<file path="src/rtl/motion_event_detector_if.sv">
// rtl/motion_event_detector_if.sv - sample/event bundle between moving-average stage, detector and readout
// Purpose: groups the smoothed-sum inputs and the event/readout outputs of motion_event_detector.
// Signals:
//   in_valid           sample qualifier; the sums are only looked at while high
//   sum_x/sum_y/sum_t  2-bit unsigned smoothed window sums
//   clr_count          synchronous clear of event_count
//   event_pulse        one-cycle strobe per detected event
//   event_axis         axis of the last event (00=x, 01=y, 10=t)
//   event_level        peak value of the sample that fired the last event
//   active             high while an excursion is being tracked
//   event_count        saturating event counter
// Modports: master drives the samples and the clear, slave is the detector.
interface motion_event_detector_if;
    logic       in_valid;
    logic [1:0] sum_x;
    logic [1:0] sum_y;
    logic [1:0] sum_t;
    logic       clr_count;
    logic       event_pulse;
    logic [1:0] event_axis;
    logic [1:0] event_level;
    logic       active;
    logic [7:0] event_count;

    modport master (
        output in_valid, sum_x, sum_y, sum_t, clr_count,
        input  event_pulse, event_axis, event_level, active, event_count
    );

    modport slave (
        input  in_valid, sum_x, sum_y, sum_t, clr_count,
        output event_pulse, event_axis, event_level, active, event_count
    );
endinterface

</file>
<file path="src/rtl/motion_event_detector.sv">
// rtl/motion_event_detector.sv - sustained-excursion detector with hysteresis, hold-off and event counter
// Purpose: watches the three smoothed sums, fires a one-cycle event once one axis has stayed at or
// above ON_LEVEL for DWELL consecutive valid samples, tracks it until it drops to OFF_LEVEL, then
// waits HOLDOFF clocks before re-arming.
// Ports:
//   clk    rising-edge clock
//   reset  synchronous active-high reset
//   bus    motion_event_detector_if.slave (samples in, event/readout out)
module motion_event_detector #(
    parameter int unsigned ON_LEVEL  = 2,
    parameter int unsigned OFF_LEVEL = 1,
    parameter int unsigned DWELL     = 3,
    parameter int unsigned HOLDOFF   = 8
) (
    input  logic                     clk,
    input  logic                     reset,
    motion_event_detector_if.slave   bus
);

    localparam logic [1:0] ON_L    = 2'(ON_LEVEL);
    localparam logic [1:0] OFF_L   = 2'(OFF_LEVEL);
    localparam logic [3:0] DWELL_L = 4'(DWELL);
    localparam logic [7:0] HOLD_L  = 8'(HOLDOFF);

    typedef enum logic [1:0] {
        S_IDLE,
        S_ARMING,
        S_ACTIVE,
        S_HOLDOFF
    } state_t;

    state_t     state_q, state_d;
    logic [3:0] dwell_q, dwell_d;
    logic [7:0] holdoff_q, holdoff_d;
    logic [1:0] arm_axis_q, arm_axis_d;   // axis being tracked while arming/active
    logic       pulse_q, pulse_d;
    logic [1:0] ev_axis_q, ev_axis_d;     // axis of the last fired event only
    logic [1:0] ev_level_q, ev_level_d;
    logic [7:0] count_q, count_d;

    logic [1:0] peak;
    logic [1:0] win_axis;
    logic [1:0] tracked_val;
    logic       fire;
    logic [1:0] fire_axis;

    // Peak and winning axis; ties resolve towards the lowest index (x, then y, then t).
    always_comb begin
        peak     = bus.sum_x;
        win_axis = 2'd0;
        if (bus.sum_x >= bus.sum_y && bus.sum_x >= bus.sum_t) begin
            peak     = bus.sum_x;
            win_axis = 2'd0;
        end else if (bus.sum_y >= bus.sum_t) begin
            peak     = bus.sum_y;
            win_axis = 2'd1;
        end else begin
            peak     = bus.sum_t;
            win_axis = 2'd2;
        end
    end

    always_comb begin
        case (arm_axis_q)
            2'd0:    tracked_val = bus.sum_x;
            2'd1:    tracked_val = bus.sum_y;
            default: tracked_val = bus.sum_t;
        endcase
    end

    always_comb begin
        state_d    = state_q;
        dwell_d    = dwell_q;
        holdoff_d  = holdoff_q;
        arm_axis_d = arm_axis_q;
        pulse_d    = 1'b0;
        ev_axis_d  = ev_axis_q;
        ev_level_d = ev_level_q;
        count_d    = count_q;
        fire       = 1'b0;
        fire_axis  = arm_axis_q;

        case (state_q)
            S_IDLE: begin
                if (bus.in_valid && peak >= ON_L) begin
                    arm_axis_d = win_axis;
                    dwell_d    = 4'd1;
                    fire_axis  = win_axis;
                    if (DWELL_L == 4'd1) fire = 1'b1;
                    else                 state_d = S_ARMING;
                end
            end
            S_ARMING: begin
                if (bus.in_valid) begin
                    // Staying high on the tracked axis takes priority over a new winner.
                    if (tracked_val >= ON_L) begin
                        dwell_d = dwell_q + 4'd1;
                        if (dwell_q + 4'd1 == DWELL_L) fire = 1'b1;
                    end else if (peak >= ON_L) begin
                        arm_axis_d = win_axis;
                        dwell_d    = 4'd1;
                        fire_axis  = win_axis;
                        if (DWELL_L == 4'd1) fire = 1'b1;
                    end else begin
                        state_d = S_IDLE;
                        dwell_d = 4'd0;
                    end
                end
            end
            S_ACTIVE: begin
                if (bus.in_valid && tracked_val <= OFF_L) begin
                    if (HOLD_L == 8'd0) begin
                        state_d = S_IDLE;
                    end else begin
                        holdoff_d = HOLD_L;
                        state_d   = S_HOLDOFF;
                    end
                end
            end
            S_HOLDOFF: begin
                // Runs on every clock; the cycle with holdoff==1 is the last one spent here.
                if (holdoff_q <= 8'd1) begin
                    holdoff_d = 8'd0;
                    state_d   = S_IDLE;
                end else begin
                    holdoff_d = holdoff_q - 8'd1;
                end
            end
            default: state_d = S_IDLE;
        endcase

        if (fire) begin
            state_d    = S_ACTIVE;
            dwell_d    = 4'd0;
            pulse_d    = 1'b1;
            ev_axis_d  = fire_axis;
            ev_level_d = peak;
        end

        // A clear in the same cycle as a fire still counts that event.
        if (bus.clr_count)                    count_d = fire ? 8'd1 : 8'd0;
        else if (fire && count_q != 8'hFF)    count_d = count_q + 8'd1;
    end

    always_ff @(posedge clk) begin
        if (reset) begin
            state_q    <= S_IDLE;
            dwell_q    <= 4'd0;
            holdoff_q  <= 8'd0;
            arm_axis_q <= 2'd0;
            pulse_q    <= 1'b0;
            ev_axis_q  <= 2'd0;
            ev_level_q <= 2'd0;
            count_q    <= 8'd0;
        end else begin
            state_q    <= state_d;
            dwell_q    <= dwell_d;
            holdoff_q  <= holdoff_d;
            arm_axis_q <= arm_axis_d;
            pulse_q    <= pulse_d;
            ev_axis_q  <= ev_axis_d;
            ev_level_q <= ev_level_d;
            count_q    <= count_d;
        end
    end

    assign bus.event_pulse = pulse_q;
    assign bus.event_axis  = ev_axis_q;
    assign bus.event_level = ev_level_q;
    assign bus.active      = (state_q == S_ACTIVE);
    assign bus.event_count = count_q;

endmodule
</file>
<file path="src/flat_wrapper.sv">
// flat-port wrapper written by rule: the top's interface ports become plain ports
module motion_event_detector_flat 
#(
    parameter int unsigned ON_LEVEL  = 2,
    parameter int unsigned OFF_LEVEL = 1,
    parameter int unsigned DWELL     = 3,
    parameter int unsigned HOLDOFF   = 8
)
  (clk, reset, bus_in_valid, bus_sum_x, bus_sum_y, bus_sum_t, bus_clr_count, bus_event_pulse, bus_event_axis, bus_event_level, bus_active, bus_event_count);
  motion_event_detector_if bus_i ();
  input  logic clk;
  input  logic reset;
  input wire logic [$bits(bus_i.in_valid)-1:0] bus_in_valid;
  input wire logic [$bits(bus_i.sum_x)-1:0] bus_sum_x;
  input wire logic [$bits(bus_i.sum_y)-1:0] bus_sum_y;
  input wire logic [$bits(bus_i.sum_t)-1:0] bus_sum_t;
  input wire logic [$bits(bus_i.clr_count)-1:0] bus_clr_count;
  output wire logic [$bits(bus_i.event_pulse)-1:0] bus_event_pulse;
  output wire logic [$bits(bus_i.event_axis)-1:0] bus_event_axis;
  output wire logic [$bits(bus_i.event_level)-1:0] bus_event_level;
  output wire logic [$bits(bus_i.active)-1:0] bus_active;
  output wire logic [$bits(bus_i.event_count)-1:0] bus_event_count;
  assign bus_i.in_valid = bus_in_valid;
  assign bus_i.sum_x = bus_sum_x;
  assign bus_i.sum_y = bus_sum_y;
  assign bus_i.sum_t = bus_sum_t;
  assign bus_i.clr_count = bus_clr_count;
  assign bus_event_pulse = bus_i.event_pulse;
  assign bus_event_axis = bus_i.event_axis;
  assign bus_event_level = bus_i.event_level;
  assign bus_active = bus_i.active;
  assign bus_event_count = bus_i.event_count;
  motion_event_detector #(.ON_LEVEL(ON_LEVEL), .OFF_LEVEL(OFF_LEVEL), .DWELL(DWELL), .HOLDOFF(HOLDOFF)) u_core (.clk(clk), .reset(reset), .bus(bus_i));
endmodule
</file>
<file path="config.mk">
export PLATFORM = sky130hd
export DESIGN_NAME = motion_event_detector_flat
export DESIGN_NICKNAME = d
export VERILOG_FILES = /design/src/rtl/motion_event_detector_if.sv /design/src/rtl/motion_event_detector.sv /design/src/flat_wrapper.sv
export SDC_FILE = /design/constraint.sdc
export NUM_CORES = 1
export LEC_CHECK = 0
export CORE_UTILIZATION = 30
export DETAILED_ROUTE_END_ITERATION = 6
export PLACE_DENSITY = 0.57
export SLEW_MARGIN = 40
export SYNTH_ARGS = -nofsm -noshare
export SYNTH_HDL_FRONTEND = slang
export SYNTH_SLANG_ARGS = --single-unit
</file>
<file path="constraint.sdc">
create_clock -name clk -period 1.9 [get_ports clk]
set_clock_uncertainty 0.05 [all_clocks]
set_input_delay 0.285 -clock clk [delete_from_list [all_inputs] [get_ports clk]]
set_output_delay 0.285 -clock clk [all_outputs]
set_load 0.02 [all_outputs]
</file>
==> flow_metrics.py <==
metrics = {
    "pwr": {
        "leakage_uw": 0.000995,
        "pwr_density_cell_nw_per_um2": 590,
        "ir_drop_v": 0.000327,
    },
    "cts": {
        "clock_path_buffers": 2,
        "cts_tree": "yes",
        "clk-insertion-delay-late_ns": 0.27,
        "cts-buffers-inserted": 5,
        "cts_root_buf": "sky130_fd_sc_hd__clkbuf_8",
        "ctsHtreeMaxLevel": 2,
        "clkSlewWorstSetupHoldPaths_ns": 0.07,
        "holdBufCountCts": 0,
        "cts_num_sinks": 29,
    },
    "sta": {
        "maxSlewHeadroom": 0.754,
        "maxSlewViolCount": 0,
        "finalCritPeriodShare": 0.993,
        "unrepaired_setup_endpoints_after_global_routing": "true",
        "finalSetupViolCount": 0,
        "max_slew.worst_pin.slew_ns": 0.368,
        "number_of_hold_violations_in_the_final_report": 0,
        "timing.fmax_ghz": 0.530,
        "fin_crit_ns": 1.89,
        "final.hold.worst_slack_ns": 0.342,
    },
    "die": {
        "core_region_area_um2": 5540,
        "dieHeight_um": 77.9,
        "fp-row-count": 27,
        "initial_utilization": 0.312,
        "fp.dieArea_um2": 6060,
        "top_level_ports": 24,
        "die_x_um": 77.9,
    },
    "setup_path": {
        "crit_path_max_fo": 4,
        "worst-setup-path-type": "primary input to flip-flop",
        "crit_required_ns": 2.06,
        "worstPathArrival_ns": 2.05,
        "worstSetupEndpointType": "flip-flop",
        "start_kind": "primary input",
    },
    "global_routing": {
        "grt_pass1_wl_mm": 6.82,
        "groute.usage.overall": 0.142,
        "grt-ovfl-total": 0,
        "grt_start_max_net_pins": 14,
        "number_of_antenna_violations_at_the_first_check_in_global_routing": 0,
        "number_of_global_route_vias_before_repair": 1546,
    },
    "finish": {
        "final_net_count": 290,
        "post_route_cells_drive_above_1_share": 0.260,
        "antennaDiodeCount": 0,
        "finish.cell_count_without_fillers": 341,
        "finish.instance_area_um2": 2470,
        "area_delta_synth_final_pct": 42.9,
    },
    "yosys": {
        "synth.yosys.warnings": 0,
        "synth_area_um2": 1730,
        "synth.area.top_cells": "sky130_fd_sc_hd__dfxtp_1 34%, sky130_fd_sc_hd__ha_1 8.7%, sky130_fd_sc_hd__nor2_1 7.2%",
        "synth.lib_cells_used.distinct": 44,
        "synth_largest_type_area_fraction": 0.336,
        "post_synthesis_register_bit_count": 29,
        "async_reset_ff_frac": 0,
        "synth-seq-area-share": 0.336,
        "postSynthAreaPerCell_um2": 8.34,
        "leading_area_contributor_after_synthesis": "sky130_fd_sc_hd__dfxtp_1",
        "synth_cells": 207,
        "synth_edf_count": 0,
        "synth_net_count": 229,
        "synth_flop_cell": "sky130_fd_sc_hd__dfxtp_1",
    },
    "routing": {
        "routed_wl_mm": 4.05,
        "drt_iter0_markers": 76,
        "drt-wirelength-per-cell_um": 11.9,
        "firstDrtPassIters": 4,
        "vias": 1636,
        "drc": 0,
        "route.detailed.vias_per_inst": 4.80,
        "drt.antenna.violating_nets": 0,
    },
    "run_status": {
        "run_status": "finished, final reports clean",
    },
    "hold_path": {
        "hp-class": "primary input to flip-flop",
    },
    "flow_run": {
        "drv_cap": 0,
    },
    "placement": {
        "port-buffer-count": 23,
        "final_gp_congestion": 0.794,
        "place_hpwl_mm": 2.93,
        "dpl_cell_area_um2": 2270,
        "place_inst": 328,
    },
}
[what timing repair did]
action	CTS	global route
setup endpoints to repair	21	14
setup buffers	2	3
pin swaps	8	8
resized for setup	15	12
[cell usage after synthesis (all sizes together), types with 2 or more instances]
cell	number
a21oi	16
or2b	2
and2	2
ha	12
clkbuf	4
and4	3
nor2	33
nor3	10
nor4	2
nand4b	2
a21o	3
dfxtp	29
inv	9
nand2	11
a311oi	5
nand4	3
xor2	5
mux2i	5
a211oi	2
xnor2	2
a31oi	4
nand2b	8
or2	3
o21ai	10
nor2b	3
nand3	5
[layer usage]
metal,track usage,routed length (µm),up-vias
met5,0,0,-
li1,-,-,863
met3,0.0400,115,2
met1,0.187,2110,749
met4,0.0453,24,0
met2,0.223,1800,22
[sequential cells by signal, summed over array words and instances, names as in the netlist]
name                    flops
u_core.state_q              2
u_core.arm_axis_q           2
u_core.bus.event_pulse      1
u_core.holdoff_q            8
u_core.bus.event_axis       2
u_core.bus.event_level      2
u_core.dwell_q              4
u_core.bus.event_count      8
[area by class of cell]
class                      instances  area [µm²]
fill                             574        3070
clock inverter                     1        5.00
multi-input combinational        165        1160
tap                               72        90.1
inverter                           9        33.8
timing repair buffer              58         499
sequential                        29         583
clock buffer                       7        96.3
[critical path, stage by stage]
cell and delay, ns:
sky130_fd_sc_hd__clkdlybuf4s50_1 0.49, sky130_fd_sc_hd__and3b_2 0.24, sky130_fd_sc_hd__nand3_4 0.12, sky130_fd_sc_hd__or4_4 0.54, sky130_fd_sc_hd__a211o_1 0.24, sky130_fd_sc_hd__a21oi_1 0.12
[where the power goes]
part	total [µW]	switching (µW)	internal, µW
Combinational	265	129	136
Sequential	627	8.31	619
Clock	562	235	327
Total	1450	373	1080
[per-stage QoR]
step / util / setup TNS (ns) / power, µW / setup WS [ns]
2_1_floorplan: - / 0 / 774 / 0.0179
4_1_cts: 0.434 / 0 / 1460 / 0.00252
6_report: 0.445 / 0 / 1450 / 0.0140
3_5_place_dp: 0.410 / -9.01 / 880 / -0.488
5_1_grt: 0.445 / -0.0513 / 1540 / -0.0217
3_3_place_gp: 0.410 / -8.62 / 879 / -0.474
[path summary, 6_finish.rpt]
kind / from / endpoint / slack, ns / depth (start not counted)
hold reg to reg: u_core.bus.event_level[0] / u_core.bus.event_level[0] / 0.40 / 2
setup reg to reg: u_core.dwell_q[0] / u_core.bus.event_level[0] / 0.04 / 6
hold / removal: bus_sum_x[0] / u_core.bus.event_level[0] / 0.34 / 4
setup / recovery: bus_in_valid / u_core.bus.event_level[0] / 0.01 / 6
[kinds of logic (layout without fill, tap and decap cells)]
kind of cell | after synthesis | after routing | share of synthesized area
fa+ha+maj | 12 | 12 | 0.0870
mux | 6 | 6 | 0.0355
simple gates | 95 | 95 | 0.307
buf+inv | 13 | 75 | 0.0341
compound gates | 45 | 45 | 0.164
flops | 29 | 29 | 0.336
xor+xnor | 7 | 7 | 0.0355
[placed cells by master, fill, tap and decap left out, types with 2 or more instances in the layout]
master,n
sky130_fd_sc_hd__clkdlybuf4s15_1,2
sky130_fd_sc_hd__dfxtp_1,27
sky130_fd_sc_hd__and4_1,3
sky130_fd_sc_hd__nand2b_1,5
sky130_fd_sc_hd__nor2b_1,3
sky130_fd_sc_hd__xnor2_2,2
sky130_fd_sc_hd__or2_2,2
sky130_fd_sc_hd__nand3_2,2
sky130_fd_sc_hd__dlygate4sd2_1,4
sky130_fd_sc_hd__clkbuf_8,7
sky130_fd_sc_hd__and2_1,2
sky130_fd_sc_hd__nand2_1,10
sky130_fd_sc_hd__nand4b_1,2
sky130_fd_sc_hd__a31oi_1,4
sky130_fd_sc_hd__dfxtp_2,2
sky130_fd_sc_hd__inv_1,8
sky130_fd_sc_hd__nand2b_4,2
sky130_fd_sc_hd__mux2i_1,5
sky130_fd_sc_hd__a211oi_1,2
sky130_fd_sc_hd__nand3_1,2
sky130_fd_sc_hd__nor2_1,33
sky130_fd_sc_hd__a311oi_1,5
sky130_fd_sc_hd__buf_4,33
sky130_fd_sc_hd__xor2_1,5
sky130_fd_sc_hd__o21ai_0,9
sky130_fd_sc_hd__nor3_1,9
sky130_fd_sc_hd__or2b_1,2
sky130_fd_sc_hd__clkdlybuf4s50_1,16
sky130_fd_sc_hd__a21o_1,3
sky130_fd_sc_hd__a21oi_1,15
sky130_fd_sc_hd__nand4_1,3
sky130_fd_sc_hd__ha_1,11
Note: power is estimated with default switching activity, not from simulation.
